==> config.mk <==
export PLATFORM = sky130hd
export DESIGN_NAME = instr_assemble
export DESIGN_NICKNAME = d
export VERILOG_FILES = /design/src/rtl/instr_assemble.sv
export SDC_FILE = /design/constraint.sdc
export NUM_CORES = 1
export LEC_CHECK = 0
export CAP_MARGIN = 20
export CORE_MARGIN = 4
export CORE_UTILIZATION = 50
export DETAILED_ROUTE_END_ITERATION = 16
export GPL_TIMING_DRIVEN = 0
export PLACE_DENSITY = 0.75
export SYNTH_ARGS = -nofsm -noshare
export SYNTH_HDL_FRONTEND = slang
export SYNTH_SLANG_ARGS = --single-unit
==> constraint.sdc <==
create_clock -name clk -period 6.7 [get_ports clk]
set_input_delay 1.34 -clock clk [delete_from_list [all_inputs] [get_ports clk]]
set_output_delay 1.34 -clock clk [all_outputs]
set_load 0.01 [all_outputs]
==> src/rtl/instr_assemble.sv <==
// Encodes R/D-format field sets into instruction words, buffers them in a small FIFO
// and drains them into instruction memory at consecutive addresses from base_addr.
`ifndef INSTR_LEN
`define INSTR_LEN 32
`endif

module instr_assemble #(
   parameter int DEPTH = 4,
   parameter int AW    = 8
) (
   input  logic                   clk,
   input  logic                   rst,
   input  logic                   start,
   input  logic [AW-1:0]          base_addr,
   input  logic                   in_valid,
   output logic                   in_ready,
   input  logic                   in_fmt,
   input  logic [10:0]            in_opcode,
   input  logic [4:0]             in_rm,
   input  logic [4:0]             in_rn,
   input  logic [4:0]             in_rd,
   input  logic [8:0]             in_address,
   input  logic                   in_last,
   input  logic                   mem_stall,
   output logic                   imem_we,
   output logic [AW-1:0]          imem_addr,
   output logic [`INSTR_LEN-1:0]  imem_wdata,
   output logic                   busy,
   output logic                   done,
   output logic                   overflow,
   output logic [AW:0]            word_count
);

   localparam int PW = (DEPTH > 1) ? $clog2(DEPTH) : 1;
   localparam logic [PW:0]   OCC_ONE   = (PW+1)'(1);
   localparam logic [PW:0]   OCC_FULL  = (PW+1)'(DEPTH);
   localparam logic [PW-1:0] IDX_ONE   = PW'(1);
   localparam logic [AW-1:0] PTR_ONE   = AW'(1);
   localparam logic [AW:0]   COUNT_ONE = (AW+1)'(1);

   typedef enum logic [2:0] {IDLE, RUN, FLUSH, DONE, ERR} state_t;

   state_t                  state, state_nxt;
   logic [`INSTR_LEN-1:0]   fifo_mem [DEPTH];
   logic [PW-1:0]           rd_idx, wr_idx;
   logic [PW:0]             occ;
   logic [AW-1:0]           wptr;
   logic [AW:0]             wcount;
   logic                    ovf;
   logic                    fifo_empty, fifo_full, ready_int, push, pop, active, at_top, restart;
   logic [`INSTR_LEN-1:0]   enc_word;

   function automatic logic [`INSTR_LEN-1:0] encode(
      input logic        fmt,
      input logic [10:0] opcode,
      input logic [4:0]  rm,
      input logic [4:0]  rn,
      input logic [4:0]  rd,
      input logic [8:0]  address
   );
      logic [`INSTR_LEN-1:0] w;
      w        = '0;
      w[31:21] = opcode;
      w[9:5]   = rn;
      w[4:0]   = rd;
      if (fmt) w[20:12] = address;
      else     w[20:16] = rm;
      return w;
   endfunction

   always_comb begin
      enc_word   = encode(in_fmt, in_opcode, in_rm, in_rn, in_rd, in_address);
      fifo_empty = (occ == '0);
      fifo_full  = (occ == OCC_FULL);
      active     = (state == RUN) || (state == FLUSH);
      ready_int  = (state == RUN) && !fifo_full;
      push       = in_valid && ready_int;
      pop        = active && !fifo_empty && !mem_stall;
      at_top     = &wptr;
      restart    = start && !active;
   end

   // Reset forces every output low, including ones derived from stale state.
   always_comb begin
      in_ready   = !rst && ready_int;
      imem_we    = !rst && pop;
      imem_addr  = rst ? '0 : wptr;
      imem_wdata = rst ? '0 : fifo_mem[rd_idx];
      busy       = !rst && active;
      done       = !rst && (state == DONE);
      overflow   = !rst && ovf;
      word_count = rst ? '0 : wcount;
   end

   always_comb begin
      state_nxt = state;
      case (state)
         IDLE, DONE, ERR: if (start) state_nxt = RUN;
         RUN:             if (push && in_last) state_nxt = FLUSH;
         FLUSH:           if (fifo_empty) state_nxt = DONE;
         default:         state_nxt = IDLE;
      endcase
      if (pop && at_top) state_nxt = ERR;
   end

   always_ff @(posedge clk) begin
      if (rst) begin
         state  <= IDLE;
         rd_idx <= '0;
         wr_idx <= '0;
         occ    <= '0;
         wptr   <= '0;
         wcount <= '0;
         ovf    <= 1'b0;
      end else begin
         state <= state_nxt;
         if (restart) begin
            rd_idx <= '0;
            wr_idx <= '0;
            occ    <= '0;
            wptr   <= base_addr;
            wcount <= '0;
            ovf    <= 1'b0;
         end else if (pop && at_top) begin
            // Last address just written: keep the pointer, drop everything still queued.
            rd_idx <= '0;
            wr_idx <= '0;
            occ    <= '0;
            wcount <= wcount + COUNT_ONE;
            ovf    <= 1'b1;
         end else begin
            if (push) wr_idx <= wr_idx + IDX_ONE;
            if (pop) begin
               rd_idx <= rd_idx + IDX_ONE;
               wptr   <= wptr + PTR_ONE;
               wcount <= wcount + COUNT_ONE;
            end
            case ({push, pop})
               2'b10:   occ <= occ + OCC_ONE;
               2'b01:   occ <= occ - OCC_ONE;
               default: occ <= occ;
            endcase
         end
      end
   end

   always_ff @(posedge clk) begin
      if (push) fifo_mem[wr_idx] <= enc_word;
   end

endmodule

==> out/results.ini, run 1 <==
[sta]
setup_viol = 0
clock.fmax_ghz = 0.2069
worst_pin_slew_ns = 0.8746
fin_skew_ns = 0.008947
relSlewSlack_pct = 41.69
fin_tns_setup_ns = 0
worst_slack_ns = 1.867
slew_violations = 0
grt_setup_unrepaired = false
finalHoldViolCount = 0
finalCritPeriodShare_pct = 72.13
period_minus_slack_ns = 4.833

[cts]
cts_tree = done
clock_path_buffers = 2
htreeDepth = 4
clkLatencyLatePin_ns = 0.42
clkSlewWorstSetupHoldPaths_ns = 0.05
cts_root_buffer = clkbuf_16
post_cts_buffers = 0
cts_hold_buf = 0
clock-sinks = 150
numCtsBuffers = 17
cts_resized = 0

[setup_path]
cp-start-kind = input port
worstSetupPathType = input port to output port
worstSetupEndpointType = output port
cp_cell_sequence = clkdlybuf4s50_1, or2_2, or3_4, buf_6, buf_2, nor2_1, clkdlybuf4s50_1
critPathTopFamily = buffers and inverters
cp_max_fo = 10
critPathSlowestCell = clkdlybuf4s50_1
crit_path_max_incr_delay_ns = 0.55
critPathArrivalTime_ns = 3.49
path_buf_inv = 4
critPathRequiredTime_ns = 5.36
crit_top_cell = clkdlybuf4s50_1

[flow_run]
maxCapViolCount = 0

[global_routing]
antenna_found_initial = 0
grt_max_degree = 31
grt_pass1_vias = 3941
grt_pass1_wl_mm = 20.65
grt_use_total_pct = 18.91
grt_overflow = 0

[yosys]
synth_cells = 413
yosys_warnings = 0
synth_area_um2 = 6337
syn_avg_cell_area_um2 = 15.34
ys_async_sr_fraction_pct = 0
ys_seq_area_share_pct = 66.34
synth-main-ff-cell = edfxtp_1
ys_types = 49
ys_ff_latch = 150
synth_edf_count = 120

[power]
total_power_uw = 2109
power_density_nw_per_um2 = 259.5
p_leak_uw = 0.002582
vdd.ir_drop.worst_mv = 0.2377

[status]
status = complete, no violations

[placement]
dp_hpwl_mm = 8.447
dpl_cell_area_um2 = 7557
preCtsSetupSlack_ns = 1.887
io_buffers = 100
placed_cells = 682
place_congestion = 0.8205

[finish]
design_area_um2 = 8127
layoutNonFillerInstCount = 714
fin_nets = 591
antennaDiodeCount = 0
drive_above_1_share_pct = 13.92
syn_to_final_growth_pct = 28.23

[drt]
routed_wl_mm = 12.95
viasPerCell = 5.430
vias = 3877
drt_iter0_markers = 404
drc = 0
firstDrtPassIters = 5
ant_nets = 0
routedWlPerCell_um = 18.14

[floorplanning]
rows = 40
dieArea_um2 = 14540
core_um2 = 12210
ios = 104
start_util_pct = 51.90
die_y_um = 120.6
die_x_um = 120.6

[min_path]
hp-class = flip-flop to flip-flop

==> cells in the mapped netlist (3+ instances only) <==
cell      count  area [um^2]
or4_1         3        22.52
or3_1         4        25.02
o21ai_0       6        30.03
nand4_1       3        18.77
o31ai_1       3        22.52
mux2i_1       4        40.04
nand2_1      10        37.54
buf_2         5        25.02
a311oi_1      4        35.03
clkbuf_1     13        48.80
xnor2_1       8        70.07
ha_1          7        87.58
mux2_2        5        56.30
dfxtp_1      30        600.6
mux4_2       30        675.7
a21oi_1       9        45.04
nor2b_1      47        294.0
nor3_1        6        30.03
nor2_1       27        101.4
nand3_1       9        45.04
nor4_1       11        68.82
edfxtp_1    120         3603
inv_1        11        41.29
and2_1        8        50.05
==> area by class of cell <==
class | instances | area, um^2
Timing Repair Buffer | 100 | 1001
Multi-Input combinational cell | 231 | 1997
Tap cell | 168 | 210.2
Clock inverter | 4 | 72.57
Buffer | 22 | 103.9
Clock buffer | 28 | 496.7
Sequential cell | 150 | 4204
Fill cell | 897 | 4085
Inverter | 11 | 41.29
==> cells by family after synthesis <==
group / after synthesis / share of synthesized area, %
other: 1 / 0.05917
muxes: 39 / 12.18
and+or+nand+nor: 142 / 12.85
adders and majority gates: 8 / 1.698
DFF: 150 / 66.34
xor gates and xnor gates: 10 / 1.382
buffers and inverters: 33 / 2.290
AOI/OAI and AO/OA: 30 / 3.199
==> power breakdown <==
| part | switching [uW] | internal [uW] |
|---|---|---|
| Clock | 336 | 578 |
| Combinational | 73.1 | 82.6 |
| Sequential | 12.8 | 1030 |
==> state kept, by name, indices dropped and copies added, names as in the netlist, named ones only <==
name,cells
occ,3
fifo_mem,120
rd_idx,2
ovf,1
state,3
wptr,8
wr_idx,2
wcount,9
==> through the flow <==
stage               utilization (%)  hold slack (ns)
finish                        66.55           0.4915
detailed placement            61.89           0.4874
global route                  66.55           0.5106
floorplan                         -           0.4290
global placement              61.84           0.4725
CTS                           66.55           0.4990
==> cells in the final DEF, fill, tap and decap left out, types with 5 or more instances in the layout <==
master and instances:
nand2_1 10, inv_1 11, xnor2_1 8, buf_2 5, clkdlybuf4s50_1 100, edfxtp_1 120
mux2_2 5, dfxtp_1 30, clkbuf_16 17, mux4_2 30, nor4_1 11, nand3_1 9
o21ai_0 6, nor3_1 6, ha_1 7, a21oi_1 9, nor2_1 27, clkbuf_1 21
nor2b_1 47
==> worst min-delay path: stages (launching register included) <==
cell     delay [ns]
dfxtp_1        0.30
o21ai_0        0.06
a21oi_1        0.07
==> layer usage <==
metal	global-route usage, %	part of all wire (%)
met5	0	0
met4	8.569	2.1
met3	5.659	7.0
met2	29.93	49
met1	24.18	42
==> worst paths after layout <==
| path | from | to | slack (ns) | cells past startpoint |
|---|---|---|---|---|
| hold reg to reg | rd_idx[1]$_SDFFE_PP0P_ | flip-flop | 0.49 | 2 |
| setup reg to reg | state[1]$_SDFFE_PP0P_ | occ[2]$_SDFFE_PP0P_ | 4.04 | 11 |
| hold / removal | rd_idx[1]$_SDFFE_PP0P_ | flip-flop | 0.49 | 2 |
| setup / recovery | mem_stall | imem_we | 1.87 | 7 |
Note: power is estimated with default switching activity, not from simulation.
==> run 2, diff against run 1 <==
- CORE_UTILIZATION: 50 -> 48
- clock period: 6.7 -> 3.9 ns (I/O delays scaled with it)
==> out/results.ini, run 2 (synthesis gave the netlist of run 1 again) <==
[cts]
clkLatencyLatePin_ns = 0.42  ; about the same
cts_root_buffer = clkbuf_16
clkSlewWorstSetupHoldPaths_ns = 0.06  ; about the same
post_cts_buffers = 0  ; unchanged
cts_tree = done
htreeDepth = 4  ; unchanged
cts_resized = 0  ; unchanged
clock_path_buffers = 2  ; unchanged
numCtsBuffers = 17  ; unchanged
clock-sinks = 150  ; unchanged
cts_hold_buf = 0  ; unchanged

[floorplanning]
ios = 104  ; unchanged
die_y_um = 122.9  ; +1.9%
core_um2 = 12770  ; +4.6%
die_x_um = 122.9  ; +1.9%
start_util_pct = 49.61  ; -2.3 points
rows = 41  ; +2.5%
dieArea_um2 = 15110  ; +3.9%

[global_routing]
grt_max_degree = 31  ; unchanged
grt_use_total_pct = 18.42  ; -0.48 points
antenna_found_initial = 0  ; unchanged
grt_pass1_wl_mm = 20.55  ; -0.50%
grt_pass1_vias = 3972  ; +0.79%
grt_overflow = 0  ; unchanged

[power]
power.sequential.fraction_pct = 48.7  ; -0.6 points
internal_power_uw = 2898  ; +72%
p_leak_uw = 0.002584  ; about the same
power.share.clock_pct = 44.0  ; +0.7 points
power_switching_uw = 765.1  ; +81%
pwr-share-comb_pct = 7.3  ; about the same
switching_share_pct = 20.89  ; +0.87 points
power_density_nw_per_um2 = 449.5  ; +73%
vdd.ir_drop.worst_mv = 0.3635  ; +53%

[finish]
largest_reg_flops = 120  ; unchanged
antennaDiodeCount = 0  ; unchanged
top_regs = fifo_mem x120, wcount x9, wptr x8
top_register = fifo_mem
mostFrequentLayoutCell = edfxtp_1
final_cell_mix = edfxtp_1 (120), clkdlybuf4s50_1 (100), nor2b_1 (47)
fin_nets = 591  ; unchanged
drive_above_1_share_pct = 14.65  ; +0.73 points
syn_to_final_growth_pct = 28.61

[setup_path]
worstSetupEndpointType = output port
critPathRequiredTime_ns = 3.12  ; -2.24 ns
crit_path_start = mem_stall
cp-endpoint = imem_we
r2r-end = occ[2]$_SDFFE_PP0P_
cp_max_fo = 10  ; unchanged
rr_startpoint = state[1]$_SDFFE_PP0P_
critPathArrivalTime_ns = 2.96  ; -0.53 ns
r2r_cells = 11  ; unchanged
reg2reg_slack_ns = 1.24  ; -2.80 ns
worstSetupPathType = input port to output port
cp-start-kind = input port

[sta]
finalCritPeriodShare_pct = 95.83
worst_pin_slew_ns = 0.8504  ; -0.02419 ns
fin_skew_ns = 0.006024  ; -0.002923 ns
fin_tns_setup_ns = 0  ; unchanged
slew_violations = 0  ; unchanged
grt_setup_unrepaired = false
period_minus_slack_ns = 3.738
setup_viol = 0  ; unchanged
hold-worst-slack_ns = 0.5099  ; +0.01840 ns
finalHoldViolCount = 0  ; unchanged
clock.fmax_ghz = 0.2676
relSlewSlack_pct = 43.31  ; +1.6 points

[drt]
routed_wl_mm = 13.06  ; +0.82%
ant_nets = 0  ; unchanged
viasPerCell = 5.345  ; -1.6%
routedWlPerCell_um = 18.19  ; +0.26%
vias = 3838  ; -1.0%
drc = 0  ; unchanged
firstDrtPassIters = 7  ; +2
drt_iter0_markers = 276  ; -32%

[placement]
place_congestion = 0.8597  ; +4.8%
dp_hpwl_mm = 8.607  ; +1.9%
io_buffers = 100  ; unchanged

[flow_run]
maxCapViolCount = 0  ; unchanged

[min_path]
hold_start = wcount[8]$_SDFFE_PP0P_
hp-class = flip-flop to flip-flop

[status]
status = complete, no violations

run 2: cell count changes in the layout (fill, tap and decap cells not counted):
| cell | delta |
|---|---|
| clkbuf_1 | -8 |
| clkinv_2 | +1 |
| clkbuf_8 | -3 |
| clkinvlp_4 | +3 |
| clkinv_1 | +4 |
| clkinv_4 | +2 |
| bufinv_16 | +1 |
run 2: layout make-up:
type                    instances  area [um^2]
inverters                      11        41.29
repair buffers                100         1001
flip-flops and latches        150         4204
clock buffers                  17        425.4
clock inverters                15        162.7
fillers                       944         4623
multi-input cells             231         1997
well taps                     172        215.2
plain buffers                  22        103.9
run 2: critical path, cell delays in order:
cell             delay, ns
clkdlybuf4s50_1       0.46
or2_2                 0.34
or3_4                 0.36
buf_6                 0.15
buf_2                 0.19
nor2_1                0.12
clkdlybuf4s50_1       0.55
run 2: power groups by stage:
stage               clock [uW]  combinational (uW)  sequential, uW
floorplan                    0                 131            1810
global placement             0                 263            1820
detailed placement           0                 269            1820
CTS                       1630                 271            1790
global route              1700                 293            1790
finish                    1610                 267            1790
run 2: worst min path at each step:
stage	end	depth (start not counted)
floorplan	ovf$_SDFFE_PP0P_	2
global placement	rd_idx[1]$_SDFFE_PP0P_	2
detailed placement	rd_idx[1]$_SDFFE_PP0P_	2
CTS	rd_idx[1]$_SDFFE_PP0P_	2
global route	ovf$_SDFFE_PP0P_	2
finish	wcount[8]$_SDFFE_PP0P_	2
run 2: metal layers:
layer	vias to the layer above	track usage, %	part of all wire (%)
met2	142	29.72	49
met3	17	4.941	7.5
met1	1865	23.72	42
met4	0	7.768	1.7
met5	-	0	0
li1	1814	-	-
run 2: metrics by stage:
stage	cells	worst slack [ns]	instance area (um^2)	total power (uW)	utilization [%]
after global routing	718	0.08399	8150	3783	63.81
after global placement	686	0.1598	7557	2079	59.16
after CTS	718	0.1706	8150	3691	63.81
after detailed placement	686	0.1804	7562	2087	59.20
after floorplan	414	1.104	6341	1942	-
final	718	0.1625	8150	3663	63.81
